--- src/rtl/led_catcher_ctrl.sv ---
`default_nettype none
// ============================================================================
// Module   : led_catcher_ctrl
// Purpose  : LED catcher game controller. Scrolls a one-hot LED across the
//            board, judges each button press as a hit (lit LED on the target
//            index) or a miss, keeps a saturating score, and freezes the
//            display for a fixed interval after every press.
// Ports    : clk     - system clock
//            rst_n   - asynchronous active-low reset
//            btn     - debounced button level, synchronous to clk
//            led     - LED drive, one-hot while running or frozen
//            score   - hit count, saturates at 255
//            hit     - one-cycle pulse on a hit
//            miss    - one-cycle pulse on a miss
//            frozen  - high while the display is frozen after a press
// Options  : LED_CATCHER_SPEEDUP_EN - when defined, every hit shortens the
//            step period by STEP_DEC, floored at STEP_MIN.
// Revision : 1.0 - initial release
// ============================================================================
module led_catcher_ctrl #(
  parameter int NUM_LEDS      = 16,
  parameter int TARGET_IDX    = 7,
  parameter int STEP_CYCLES   = 10_000_000,
  parameter int FREEZE_CYCLES = 300_000_000,
  parameter int STEP_DEC      = 500_000,
  parameter int STEP_MIN      = 2_000_000
) (
  input  logic                clk,
  input  logic                rst_n,
  input  logic                btn,
  output logic [NUM_LEDS-1:0] led,
  output logic [7:0]          score,
  output logic                hit,
  output logic                miss,
  output logic                frozen
);

  localparam int POS_W  = $clog2(NUM_LEDS);
  localparam int STEP_W = $clog2(STEP_CYCLES + 1);
  localparam int FRZ_W  = $clog2(FREEZE_CYCLES + 1);

  localparam logic [POS_W-1:0]    LAST_POS = POS_W'(NUM_LEDS - 1);
  localparam logic [POS_W-1:0]    TGT_POS  = POS_W'(TARGET_IDX);
  localparam logic [FRZ_W-1:0]    FRZ_LAST = FRZ_W'(FREEZE_CYCLES - 1);
  localparam logic [NUM_LEDS-1:0] LED_POS0 = NUM_LEDS'(1);

  // Elaboration-time sanity check on the parameter set.
  generate
    if (NUM_LEDS < 2 || TARGET_IDX < 0 || TARGET_IDX >= NUM_LEDS ||
        STEP_CYCLES < 2 || FREEZE_CYCLES < 1 ||
        STEP_DEC < 0 || STEP_MIN < 1 || STEP_MIN > STEP_CYCLES) begin : g_param_check
      $error("led_catcher_ctrl: illegal parameter combination");
    end
  endgenerate

  typedef enum logic [1:0] {
    IDLE   = 2'd0,
    RUN    = 2'd1,
    FREEZE = 2'd2
  } state_t;

  state_t              state;
  logic                btn_q;
  logic [POS_W-1:0]    pos;
  logic [STEP_W-1:0]   step_cnt;
  logic [FRZ_W-1:0]    frz_cnt;
  logic [STEP_W-1:0]   period;

  logic                press;
  logic                step_tc;
  logic [POS_W-1:0]    pos_next;

  assign press    = btn & ~btn_q;
  assign step_tc  = (step_cnt == period - 1'b1);
  assign pos_next = (pos == LAST_POS) ? '0 : pos + 1'b1;

`ifdef LED_CATCHER_SPEEDUP_EN
  localparam logic [STEP_W-1:0] PERIOD_INIT = STEP_W'(STEP_CYCLES);
  localparam logic [STEP_W-1:0] PERIOD_DEC  = STEP_W'(STEP_DEC);
  localparam logic [STEP_W-1:0] PERIOD_MIN  = STEP_W'(STEP_MIN);

  logic [STEP_W-1:0] period_dec;

  // Compare in 32 bits so that STEP_MIN + STEP_DEC cannot wrap the counter width.
  assign period_dec = (32'(period) >= 32'(STEP_MIN + STEP_DEC)) ? period - PERIOD_DEC
                                                                 : PERIOD_MIN;

  // Updated at the hit; FREEZE never consults the period, so the new value
  // first matters on the RUN entry that follows the freeze.
  always_ff @(posedge clk or negedge rst_n) begin
    if (!rst_n) begin
      period <= PERIOD_INIT;
    end else if (state == RUN && press && pos == TGT_POS) begin
      period <= period_dec;
    end
  end
`else
  assign period = STEP_W'(STEP_CYCLES);
`endif

  always_ff @(posedge clk or negedge rst_n) begin
    if (!rst_n) begin
      state    <= IDLE;
      btn_q    <= 1'b0;
      pos      <= '0;
      step_cnt <= '0;
      frz_cnt  <= '0;
      led      <= '0;
      score    <= 8'd0;
      hit      <= 1'b0;
      miss     <= 1'b0;
      frozen   <= 1'b0;
    end else begin
      btn_q <= btn;
      hit   <= 1'b0;
      miss  <= 1'b0;

      case (state)
        IDLE: begin
          led <= '0;
          if (press) begin
            state    <= RUN;
            pos      <= '0;
            step_cnt <= '0;
            led      <= LED_POS0;
          end
        end

        RUN: begin
          // A press on the terminal-count cycle is judged on the current
          // position, and the advance is dropped.
          if (press) begin
            if (pos == TGT_POS) begin
              hit <= 1'b1;
              if (score != 8'hFF) begin
                score <= score + 8'd1;
              end
            end else begin
              miss <= 1'b1;
            end
            state   <= FREEZE;
            frz_cnt <= '0;
            frozen  <= 1'b1;
          end else if (step_tc) begin
            step_cnt <= '0;
            pos      <= pos_next;
            led      <= LED_POS0 << pos_next;
          end else begin
            step_cnt <= step_cnt + 1'b1;
          end
        end

        FREEZE: begin
          // led keeps the judged position; presses are not examined here.
          if (frz_cnt == FRZ_LAST) begin
            state    <= RUN;
            frozen   <= 1'b0;
            pos      <= '0;
            step_cnt <= '0;
            led      <= LED_POS0;
          end else begin
            frz_cnt <= frz_cnt + 1'b1;
          end
        end

        default: begin
          state  <= IDLE;
          led    <= '0;
          frozen <= 1'b0;
        end
      endcase
    end
  end

endmodule
`default_nettype wire

--- config.mk ---
export PLATFORM = sky130hd
export DESIGN_NAME = led_catcher_ctrl
export DESIGN_NICKNAME = d
export VERILOG_FILES = /design/src/rtl/led_catcher_ctrl.sv
export SDC_FILE = /design/constraint.sdc
export NUM_CORES = 1
export LEC_CHECK = 0
export CORE_ASPECT_RATIO = 0.75
export CORE_MARGIN = 2
export CORE_UTILIZATION = 60
export CTS_CLUSTER_SIZE = 14
export DETAILED_ROUTE_END_ITERATION = 12
export GPL_ROUTABILITY_DRIVEN = 0
export MAX_ROUTING_LAYER = met4
export PLACE_DENSITY = 0.79
export SETUP_SLACK_MARGIN = 0.4
export SYNTH_ARGS = -nofsm -noshare
export SYNTH_HDL_FRONTEND = slang
export SYNTH_SLANG_ARGS = --single-unit
--- constraint.sdc ---
create_clock -name clk -period 6.02 [get_ports clk]
set_input_delay 1.204 -clock clk [delete_from_list [all_inputs] [get_ports clk]]
set_output_delay 1.204 -clock clk [all_outputs]
set_load 0.01 [all_outputs]
## Word level (Yosys, flattened, before mapping)

Index checks and enable logic that the tools add are counted.

| cells by class | value |
|---|---|
| add/sub/neg operators | 4 |
| equal/unequal tests | 13 |
| shift-type cells | 1 |
| mux-type cells | 32 |
| bitwise gates (word level) | 3 |
| reductions and logical operators | 10 |

Operators by type and width:

| operator | number |
|---|---|
| $mux 24 | 4 |
| $pmux 24 s3 | 1 |
| $mux 29 | 2 |
| $pmux 29 s2 | 1 |
| $mux 16 | 3 |
| $pmux 16 s3 | 1 |
| $add 29x1->29 const B | 1 |
| $eq 29x29->1 const B | 1 |
| $add 24x1->24 const B | 1 |
| $eq 24x24->1 const B | 1 |
| $mux 4 | 5 |
| $shl 1x4->16 const A | 1 |
| $ne 2x2->1 const B | 6 |
| $pmux 4 s3 | 1 |
| $reduce_and 3->1 | 4 |
| $mux 1 | 9 |
| $add 8x1->8 const B | 1 |
| $ne 8x8->1 const B | 1 |
| $reduce_and 4->1 | 2 |
| $mux 2 | 3 |
| $pmux 2 s3 | 1 |
| $reduce_and 5->1 | 1 |
| $add 4x1->4 const B | 1 |
| $eq 4x3->1 const B | 1 |
| other kinds (9) | 10 |

| word-level totals | value |
|---|---|
| register bits | 87 |
| bits of input ports | 3 |
| output and inout bits | 27 |
| word-level logic and storage cells | 73 |

## Longest topological paths before layout

Gate-level depths: netlist (run 1).

| logic depth | value |
|---|---|
| word-level depth | 6 |
| mapped depth | 9 |
| depth with buffers taken out | 7 |

## Worst setup path before layout (run 1)

OpenSTA, ideal clock, no wires.

| path | value |
|---|---|
| path type | input -> register |
| start | input btn |
| end | register step_cnt[14] |
| library setup time | 0.083 ns |
| data arrival time | 2.476 ns |
| required time | 5.937 ns |
| slack | 3.462 ns |
| stages | 6 |
| buffers on the path | 2 |
| cell sequence | nor2b_1 -> clkbuf_1 -> nor3_1 -> clkbuf_1 -> nand4_1 -> o21ai_0 |

| between the ends | value |
|---|---|
| word-level cells in the longest chain between the ends | 3 |
| elaborated cells on any way between the ends | 4 |
| those cells by class | eq/ne: 2; bitwise: 1; reduce/logical: 1 |

RTL lines:

| element | line | RTL |
|---|---|---|
| start, declared | 30 | `input logic btn,` |
| $and 1x1->1 (*) | 73 | `assign press = btn & ~btn_q;` |
| $ne 2x2->1 (no line) | - |  |
| $reduce_and 4->1 (no line) (*) | - |  |
| end signal, assigned | 149 | `step_cnt <= step_cnt + 1'b1;` |
| end, declared | 65 | `logic [STEP_W-1:0] step_cnt;` |

Mark *: on every way between the ends. The rest lies on a longest branch, timed or not.
A chain may end at the register's enable or synchronous reset.

## Worst setup path after layout (run 1)

| path | value |
|---|---|
| start | input btn |
| end | register led[0] |

| between the ends | value |
|---|---|
| word-level cells in the longest chain between the ends | 3 |
| elaborated cells on any way between the ends | 5 |
| those cells by class | eq/ne: 1; mux: 2; bitwise: 1; reduce/logical: 1 |

RTL lines:

| element | line | RTL |
|---|---|---|
| $and 1x1->1 (*) | 73 |  |
| $mux 1 / $ne 2x2->1 (equally long branches) | - |  |
| $pmux 16 s3 / $reduce_and 3->1 (equally long branches) | - |  |
| end signal, assigned | 147 | `led <= LED_POS0 << pos_next;` |
| end, declared | 31 | `output logic [NUM_LEDS-1:0] led,` |

Marked as above.

==> results of run 1 <==
power by group through the flow:
stage	combinational [mW]	sequential [mW]	clock (mW)
after floorplan	0.340	0.761	0
after global placement	0.410	0.804	0
after detailed placement	0.422	0.808	0
after CTS	0.426	0.797	0.419
after global routing	0.483	0.818	0.442
final	0.428	0.801	0.414
critical path, stage by stage:
cell	delay, ps
clkdlybuf4s50_1	530
nor2b_1	610
nor2_1	250
and2_1	290
or3_1	420
a22o_1	220
cell families after synthesis:
| logic type | Yosys count | synth area share (%) |
|---|---|---|
| muxes | 4 | 0.952 |
| DFF | 87 | 47.3 |
| and+or+nand+nor | 229 | 26.0 |
| xor gates and xnor gates | 31 | 5.90 |
| adders and majority gates | 8 | 2.18 |
| buffers and inverters | 40 | 3.59 |
| AOI/OAI and AO/OA | 107 | 14.0 |
cell usage in the layout (no fill, tap or decap), types with 11 or more instances in the layout:
master           Yosys  routed
nor2_1              45      45
nor3_1              16      16
xnor2_1             18      18
nand3_1             25      25
o21ai_0             53      53
dfrtp_1             87      87
nand4_1             17      17
xor2_1              13      13
clkdlybuf4s50_1      0      28
a21oi_1             14      14
nand2_1             56      56
a31oi_1             12      12
and3_1              11      11
inv_1               15      15
path summary, 6_finish.rpt:
path,from,to,cells past startpoint
min,led[6],led[6],2
max in group asynchronous,rst_n,step_cnt[13],1
max,btn,led[0],6
min in group asynchronous,rst_n,frz_cnt[6],1
min reg2reg,led[6],led[6],2
max reg2reg,step_cnt[1],led[7],6
registers in the layout, indices dropped and copies added, names as in the netlist:
register	count
frozen	1
frz_cnt	29
led	16
score	8
miss	1
btn_q	1
state	2
hit	1
pos	4
step_cnt	24
layout make-up:
cell class	count	area share, %
Clock buffer	10	2.48
Clock inverter	6	1.36
Inverter	15	1.09
Multi-Input combinational cell	379	44.1
Sequential cell	87	42.3
Tap cell	101	2.46
Timing Repair Buffer	33	6.18
per-layer routing:
metal / share of wire, % / up-vias / wire length, um
met5: 0 / - / 0
met4: 1.1 / 0 / 110
met3: 4.9 / 12 / 483
met2: 44 / 120 / 4380
met1: 50 / 1811 / 4930
li1: - / 1840 / -
metrics by stage:
stage	worst slack, ps	cell area, um^2	hold slack [ps]	power, mW
finish	2730	5150	489	1.64
global route	2540	5150	507	1.74
CTS	2790	5150	493	1.64
detailed placement	2420	4950	472	1.23
global placement	2530	4950	462	1.21
floorplan	3460	4600	442	1.10
synth_stat cells, types with 3 or more instances:
library cell	count
a21oi_1	14
a31oi_1	12
and2_1	8
and3_1	11
buf_2	6
clkbuf_1	18
dfrtp_1	87
ha_1	8
inv_1	15
mux2_2	3
nand2_1	56
nand3_1	25
nand4_1	17
nor2_1	45
nor2b_1	8
nor3_1	16
nor3b_1	6
nor4_1	10
o21ai_0	53
o21ai_1	3
o31ai_1	10
o41ai_1	3
or3_1	4
xnor2_1	18
xor2_1	13
==> flow_metrics.env, run 1 <==
export IMPL_outcome="complete, no violations"
export IMPL_synth_edf_count=0
export IMPL_leakage_nw=2.17
export IMPL_drv_cap=0
export IMPL_wl_per_cell_um=15.7
export IMPL_slew_limit_headroom_pct=29.7
export IMPL_setup_worst_path_class="primary input to flip-flop"
export IMPL_drive_above_1_share_pct=6.42
export IMPL_cp_arrival_ps=3540
export IMPL_cts_root_buffer="clkbuf_8"
export IMPL_post_cts_buffers=0
export IMPL_drtPass1Iterations=5
export IMPL_grt_max_degree=88
export IMPL_coreArea_um2=7400
export IMPL_syn_cell_area_um2=4600
export IMPL_port_buffers=29
export IMPL_seqCellArea_um2=2180
export IMPL_yosysSeqAreaShare_pct=47.3
export IMPL_setup_violations=0
export IMPL_reg2reg_slack_ps=2840
export IMPL_grt_use_met2_pct=39.0
export IMPL_ys_types=51
export IMPL_grt_most_used_layer="met2"
export IMPL_vias_per_cell=6.00
export IMPL_dp_hpwl_um=6890
export IMPL_num_io_pins=30
export IMPL_critical_path_required_ps=6270
export IMPL_overflow=0
export IMPL_clk_pin_slew_ps=90
export IMPL_min_period_over_period_pct=54.7
export IMPL_initial_core_util_pct=62.2
export IMPL_setup_tns_final_ps=0
export IMPL_die_h_um=79.8
export IMPL_async_flop_share_pct=100
export IMPL_max_freq_mhz=304
export IMPL_dpl_cell_count=615
export IMPL_syn_inst=506
export IMPL_antenna_found_initial=0
export IMPL_grt_use_met3_pct=5.22
export IMPL_cts_tree="built"
export IMPL_insertedDiodeCount=0
export IMPL_grt_pass1_wl_um=17100
export IMPL_startpoint_type="primary input"
export IMPL_slew_violations=0
export IMPL_grt_setup_unrepaired="no"
export IMPL_ys_seq_elements=87
export IMPL_worstPathMaxFanout=11
export IMPL_min_period_ps=3290
export IMPL_clock_latency_ps=360
export IMPL_grt_usage_pct=26.3
export IMPL_worst_pin_slew_ps=1050
export IMPL_row_count=27
export IMPL_fin_util_pct=69.6
export IMPL_combPwrFrac_pct=26.0
export IMPL_dieArea_um2=8390
export IMPL_met1_usage_pct=37.1
export IMPL_multi_input_area_um2=2270
export IMPL_drc=0
export IMPL_areaGrowthSynthToFinish_pct=11.9
export IMPL_synth_nets=517
export IMPL_cts_repair_resized=0
export IMPL_finalNonFillerCells=631
export IMPL_drt_iter0_markers=328
export IMPL_cts_buffer_depth=2
export IMPL_final_hold_viol_count=0
export IMPL_cts_sinks=87
export IMPL_syn_area_per_cell_um2=9.09
export IMPL_wl_um=9910
export IMPL_p_seq_share_pct=48.8
export IMPL_antenna_left=0
export IMPL_fin_worst_skew_ps=7.36
export IMPL_cts_buffers=9
export IMPL_p_int_mw=1.03
export IMPL_grt_pass1_vias=3534
export IMPL_synthFlopType="dfrtp_1"
export IMPL_vias=3783
export IMPL_synth_top_area_share_pct=47.3
export IMPL_die_x_um=105
export IMPL_cts_htree_levels=3
export IMPL_fin_nets=536
export IMPL_power_density_nw_per_um2=319
export IMPL_hp_class="flip-flop to flip-flop"
export IMPL_nFillCells=573
export IMPL_synth_top_cell_by_area="dfrtp_1"
export IMPL_holdBufCountCts=0
export IMPL_switching_share_pct=37.0
export IMPL_switchingPower_mw=0.608
export IMPL_synth_area_leaders="dfrtp_1 (47%), o21ai_0 (5.8%), nand2_1 (4.6%)"
export IMPL_ys_warn_count=0
export IMPL_setup_worst_path_end_class="flip-flop"
export IMPL_p_clk_share_pct=25.2
export IMPL_max_vdd_ir_drop_v=0.000192
No activity file was read; power rests on OpenSTA's default activity.
==> run 2, diff against run 1 <==
--- a/config.mk
+++ b/config.mk
@@ -7,12 +7,12 @@
 export LEC_CHECK = 0
 export CORE_ASPECT_RATIO = 0.75
 export CORE_MARGIN = 2
-export CORE_UTILIZATION = 60
+export CORE_UTILIZATION = 59
 export CTS_CLUSTER_SIZE = 14
 export DETAILED_ROUTE_END_ITERATION = 12
 export GPL_ROUTABILITY_DRIVEN = 0
 export MAX_ROUTING_LAYER = met4
-export PLACE_DENSITY = 0.79
+export PLACE_DENSITY = 0.78
 export SETUP_SLACK_MARGIN = 0.4
 export SYNTH_ARGS = -nofsm -noshare
 export SYNTH_HDL_FRONTEND = slang
==> constraint.sdc (replaced) <==
create_clock -name clk -period 3.1 [get_ports clk]
set_input_delay 0.62 -clock clk [delete_from_list [all_inputs] [get_ports clk]]
set_output_delay 0.62 -clock clk [all_outputs]
set_load 0.01 [all_outputs]
==> run 2 against run 1 <==
Non-clock buffer count is 10 higher. Critical path depth did not move. Highest routed layer unchanged. Worst setup slack got worse by 2100 ps. Worst hold slack lost 250 ps. Final area grew 2.7%. Utilization rose by 1.5 points. Via count increased by 3.0%. Combinational power is 120% higher. Clock skew up 1.2 ps. Die area is 1.6% higher. Global-route usage rose by 0.43 points. Routed wire length up 3.7%. Largest power group unchanged.
==> flow_metrics.env, run 2 (synthesized netlist as in run 1, its figures left out) <==
export IMPL_drv_cap=0
export IMPL_slew_violations=0
export IMPL_fin_nets=546
export IMPL_grt_max_degree=47
export IMPL_drt_iter0_markers=338
export IMPL_fin_worst_skew_ps=8.60
export IMPL_dp_hpwl_um=7240
export IMPL_vias_per_cell=6.09
export IMPL_wl_um=10300
export IMPL_max_freq_mhz=403
export IMPL_largest_registers="frz_cnt x29, step_cnt x24, led x16"
export IMPL_grt_pass1_vias=3552
export IMPL_initial_core_util_pct=61.9
export IMPL_final_hold_viol_count=0
export IMPL_r2r_end="step_cnt[21]"
export IMPL_worst_pin_slew_ps=862
export IMPL_slowest_delay_ps=490
export IMPL_row_count=27
export IMPL_max_vdd_ir_drop_v=0.000404
export IMPL_overflow=0
export IMPL_insertedDiodeCount=0
export IMPL_final_common_cell="dfrtp_1"
export IMPL_clock_latency_ps=360
export IMPL_worstPathMaxFanout=6
export IMPL_grt_usage_pct=26.7
export IMPL_outcome="complete, no violations"
export IMPL_antenna_left=0
export IMPL_coreArea_um2=7430
export IMPL_grt_setup_unrepaired="no"
export IMPL_slew_limit_headroom_pct=41.7
export IMPL_largest_register="frz_cnt"
export IMPL_reg2reg_depth=6
export IMPL_startpoint_type="flip-flop"
export IMPL_antenna_found_initial=0
export IMPL_drtPass1Iterations=5
export IMPL_dieArea_um2=8520
export IMPL_hp_class="primary input to asynchronous set/reset pin"
export IMPL_min_period_ps=2480
export IMPL_crit_chain="nor4_1 -> nand4_1 -> nor3_2 -> nor3_1 -> or4_1 -> nand2_1"
export IMPL_p_int_mw=2.20
export IMPL_die_x_um=106
export IMPL_grt_pass1_wl_um=17400
export IMPL_num_io_pins=30
export IMPL_areaGrowthSynthToFinish_pct=14.9
export IMPL_port_buffers=29
export IMPL_post_cts_buffers=0
export IMPL_drc=0
export IMPL_largest_reg_flops=29
export IMPL_vias=3898
export IMPL_leakage_nw=2.24
export IMPL_holdWs_ps=242
export IMPL_setup_violations=0
export IMPL_worstReg2RegStart="frz_cnt[19]"
export IMPL_nFillCells=576
export IMPL_drive_above_1_share_pct=8.35
export IMPL_final_cell_mix="dfrtp_1 (87), nand2_1 (56), o21ai_0 (52)"
export IMPL_cts_root_buffer="clkbuf_8"
export IMPL_min_period_over_period_pct=80.0
export IMPL_cts_sinks=87
export IMPL_cp_top_family="simple AND/OR/NAND/NOR gates"
export IMPL_wl_per_cell_um=16.1
export IMPL_setup_tns_final_ps=0
export IMPL_cts_tree="built"
export IMPL_seqCellArea_um2=2180
export IMPL_cp_slowest_cell="or4_1"
export IMPL_setup_worst_path_class="flip-flop to flip-flop"
export IMPL_p_seq_share_pct=44.9
export IMPL_combPwrFrac_pct=27.7
export IMPL_multi_input_area_um2=2280
export IMPL_cp_arrival_ps=2780
export IMPL_switchingPower_mw=1.19
export IMPL_setup_worst_path_end_class="flip-flop"
export IMPL_cts_buffers=9
export IMPL_p_total_mw=3.39
export IMPL_switching_share_pct=35.0
export IMPL_clk_pin_slew_ps=90
export IMPL_critPathBufInv=0
export IMPL_cts_buffer_depth=2
export IMPL_p_clk_share_pct=27.4
export IMPL_critical_path_required_ps=3400
export IMPL_reg2reg_slack_ps=620
export IMPL_power_density_nw_per_um2=641
export IMPL_die_h_um=80.5
export IMPL_cts_htree_levels=3
-- run 2: changes by cell type in the layout (fill, tap and decap cells not counted), sizes merged --
| cell | delta |
|---|---|
| buf | +10 |
| bufinv | +2 |
| clkbuf | -1 |
| clkinv | -1 |
| inv | -1 |
-- run 2: area by class of cell --
type / instances / area share, %
clock inverter: 6 / 2.08
timing repair buffer: 43 / 7.67
inverter: 15 / 1.07
sequential: 87 / 41.2
tap: 101 / 2.39
multi-input combinational: 379 / 43.2
clock buffer: 9 / 2.34
-- run 2: timing repair --
action,4_1_cts,5_1_grt
endpoints found under the setup margin,0,18
gates resized for setup,0,3
hold buffers,0,0
-- run 2: per-layer routing --
metal / global-route usage, % / up-vias / routed length [um]
met5: - / - / 0
met4: 7.11 / 0 / 93
met3: 5.52 / 8 / 662
met2: 38.6 / 152 / 4480
met1: 38.6 / 1881 / 5040
li1: - / 1857 / -
-- run 2: worst max path at each step --
stage | start | depth (start not counted) | to | slack [ps]
detailed placement | btn | 7 | score[7] | 480
CTS | frz_cnt[19] | 5 | led[1] | 570
global route | frz_cnt[19] | 7 | step_cnt[3] | 400
global placement | btn | 7 | score[7] | 550
floorplan | step_cnt[0] | 9 | step_cnt[16] | 980
finish | frz_cnt[19] | 6 | step_cnt[21] | 620
-- run 2: power groups by stage --
stage	clock network, mW	logic (mW)	registers, mW
floorplan	0	0.659	1.48
global placement	0	0.876	1.52
detailed placement	0	0.912	1.54
CTS	0.945	0.921	1.52
global route	1.00	1.04	1.55
finish	0.928	0.938	1.52
-- run 2: stage by stage --
step | area [um^2] | utilization, % | setup WS, ps | std cells
finish | 5280 | 71.1 | 619 | 640
global route | 5280 | 71.1 | 402 | 640
CTS | 5270 | 70.9 | 572 | 640
detailed placement | 5040 | 67.8 | 480 | 625
global placement | 5040 | 67.8 | 550 | 625
floorplan | 4600 | - | 975 | 506
==> run 3, diff against run 2 <==
--- a/config.mk
+++ b/config.mk
@@ -7,12 +7,12 @@
 export LEC_CHECK = 0
 export CORE_ASPECT_RATIO = 0.75
 export CORE_MARGIN = 2
-export CORE_UTILIZATION = 59
+export CORE_UTILIZATION = 54
 export CTS_CLUSTER_SIZE = 14
 export DETAILED_ROUTE_END_ITERATION = 12
 export GPL_ROUTABILITY_DRIVEN = 0
 export MAX_ROUTING_LAYER = met4
-export PLACE_DENSITY = 0.78
+export PLACE_DENSITY = 0.75
 export SETUP_SLACK_MARGIN = 0.4
 export SYNTH_ARGS = -nofsm -noshare
 export SYNTH_HDL_FRONTEND = slang
==> constraint.sdc (replaced) <==
create_clock -name clk -period 2.16 [get_ports clk]
set_input_delay 0.432 -clock clk [delete_from_list [all_inputs] [get_ports clk]]
set_output_delay 0.432 -clock clk [all_outputs]
set_load 0.01 [all_outputs]
==> run 3 against run 2 <==
Sequential power increased by 44%. First-iteration DRC count increased by 24%. Cell count increased by 16%. Die area increased by 8.8%. Utilization increased by 11 points. Critical endpoint is now led[11]. Largest cell class unchanged.
==> flow_metrics.env, run 3 (synthesized netlist as in run 1, its figures left out) <==
export IMPL_outcome="complete, no violations"
export IMPL_max_freq_mhz=473
export IMPL_areaGrowthSynthToFinish_pct=49.7
export IMPL_hp_class="primary input to flip-flop"
export IMPL_cts_buffers=9
export IMPL_placed_area_um2=5490
export IMPL_grt_usage_pct=29.5
export IMPL_drive_above_1_share_pct=36.6
export IMPL_clock_latency_ps=350
export IMPL_startpoint_type="flip-flop"
export IMPL_holdWs_ps=414
export IMPL_fin_worst_skew_ps=9.14
export IMPL_fin_nets=643
export IMPL_grt_pass1_wl_um=21400
export IMPL_drt_iter0_markers=420
export IMPL_final_hold_viol_count=0
export IMPL_worst_slack_ps=44.9
export IMPL_pre_cts_ws_ps=-217
export IMPL_largest_registers="frz_cnt x29, step_cnt x24, led x16"
export IMPL_dp_hpwl_um=7870
export IMPL_reg2reg_slack_ps=40
export IMPL_vias_per_cell=6.21
export IMPL_initial_core_util_pct=55.1
export IMPL_worst_pin_slew_ps=558
export IMPL_worstReg2RegStart="step_cnt[13]"
export IMPL_grt_max_degree=38
export IMPL_slew_violations=0
export IMPL_grt_pass1_vias=4340
export IMPL_cts_htree_levels=3
export IMPL_coreArea_um2=8350
export IMPL_critical_path_required_ps=2390
export IMPL_power_density_nw_per_um2=929
export IMPL_drc=0
export IMPL_die_h_um=83.9
export IMPL_drv_cap=0
export IMPL_wl_per_cell_um=19.5
export IMPL_setup_worst_path_class="flip-flop to flip-flop"
export IMPL_row_count=29
export IMPL_largest_reg_flops=29
export IMPL_num_io_pins=30
export IMPL_max_vdd_ir_drop_v=0.000821
export IMPL_die_x_um=111
export IMPL_overflow=0
export IMPL_slew_limit_headroom_pct=62.4
export IMPL_nFillCells=438
export IMPL_design_area_um2=6880
export IMPL_multi_input_area_um2=2890
export IMPL_antenna_left=0
export IMPL_min_period_over_period_pct=97.9
export IMPL_worstPathMaxFanout=8
export IMPL_antenna_found_initial=0
export IMPL_setup_violations=0
export IMPL_startpoint="step_cnt[13]"
export IMPL_wl_um=14500
export IMPL_min_period_ps=2120
export IMPL_seqCellArea_um2=2180
export IMPL_insertedDiodeCount=0
export IMPL_dieArea_um2=9280
export IMPL_setup_worst_path_end_class="flip-flop"
export IMPL_largest_register="frz_cnt"
export IMPL_vias=4627
export IMPL_port_buffers=29
export IMPL_grt_setup_unrepaired="yes"
export IMPL_worstHoldStart="btn"
export IMPL_cts_root_buffer="clkbuf_16"
export IMPL_leakage_nw=3.09
export IMPL_cp_arrival_ps=2340
export IMPL_final_cell_mix="dfrtp_1 (82), buf_4 (82), nand2_1 (43), nor2_1 (43), o21ai_1 (31)"
export IMPL_clk_pin_slew_ps=70
export IMPL_cts_buffer_depth=2
export IMPL_cts_sinks=87
export IMPL_drtPass1Iterations=5
export IMPL_cts_tree="built"
==> run 3: power breakdown <==
group	leakage, nW	total (mW)	switching [mW]	internal (mW)
Sequential	1.17	2.19	0.305	1.89
Clock	0.152	1.61	0.657	0.957
Combinational	1.77	2.59	1.36	1.23
Total	3.09	6.39	2.32	4.07
==> run 3: per-stage QoR <==
| stage | util [%] | power [mW] | std cells | TNS (ps) |
|---|---|---|---|---|
| 2_1_floorplan | - | 3.18 | 506 | 0 |
| 3_3_place_gp | 65.8 | 3.76 | 674 | -286 |
| 3_5_place_dp | 65.8 | 3.82 | 674 | -695 |
| 4_1_cts | 76.3 | 5.82 | 726 | 0 |
| 5_1_grt | 82.5 | 6.66 | 745 | -93.4 |
| 6_report | 82.5 | 6.39 | 745 | 0 |
==> run 3: critical path, cell delays in order (launching register included) <==
cell and delay [ps]:
dfrtp_2 430, nor4b_4 290, nand3_2 170, o41ai_4 460
nand3_2 180, buf_6 180, buf_16 150, nand2_2 70
o21ai_1 60
==> run 3: cell type report <==
type,instances,share of cell area (%)
multi-input combinational,379,42.1
sequential,87,31.7
timing repair buffer,140,18.9
clock buffer,11,3.67
tap,108,1.96
clock inverter,5,0.818
inverter,15,0.818
==> run 3: timing repair <==
| action | CTS | global route |
|---|---|---|
| pin swaps | 26 | 56 |
| setup endpoints to repair | 85 | 84 |
| hold buffers | 1 | 0 |
| cloned | 3 | 1 |
| resized for setup | 68 | 92 |
| endpoints found under the hold margin | 14 | 0 |
| buffers inserted | 32 | 18 |
==> run 3: path summary, 6_finish.rpt <==
path / endpoint / depth (start not counted)
setup / recovery: led[11] / 8
hold / removal: btn_q / 1
setup reg to reg: led[11] / 8
hold reg to reg: step_cnt[23] / 1
max in group asynchronous: state[1] / 3
min in group asynchronous: frz_cnt[13] / 2
==> run 3: layer usage <==
metal	vias to the layer above	routed length, um	global-route usage (%)
met4	0	333	8.41
met1	2313	6200	40.0
li1	2065	-	-
met2	216	7010	45.8
met3	33	955	5.74
met5	-	0	-
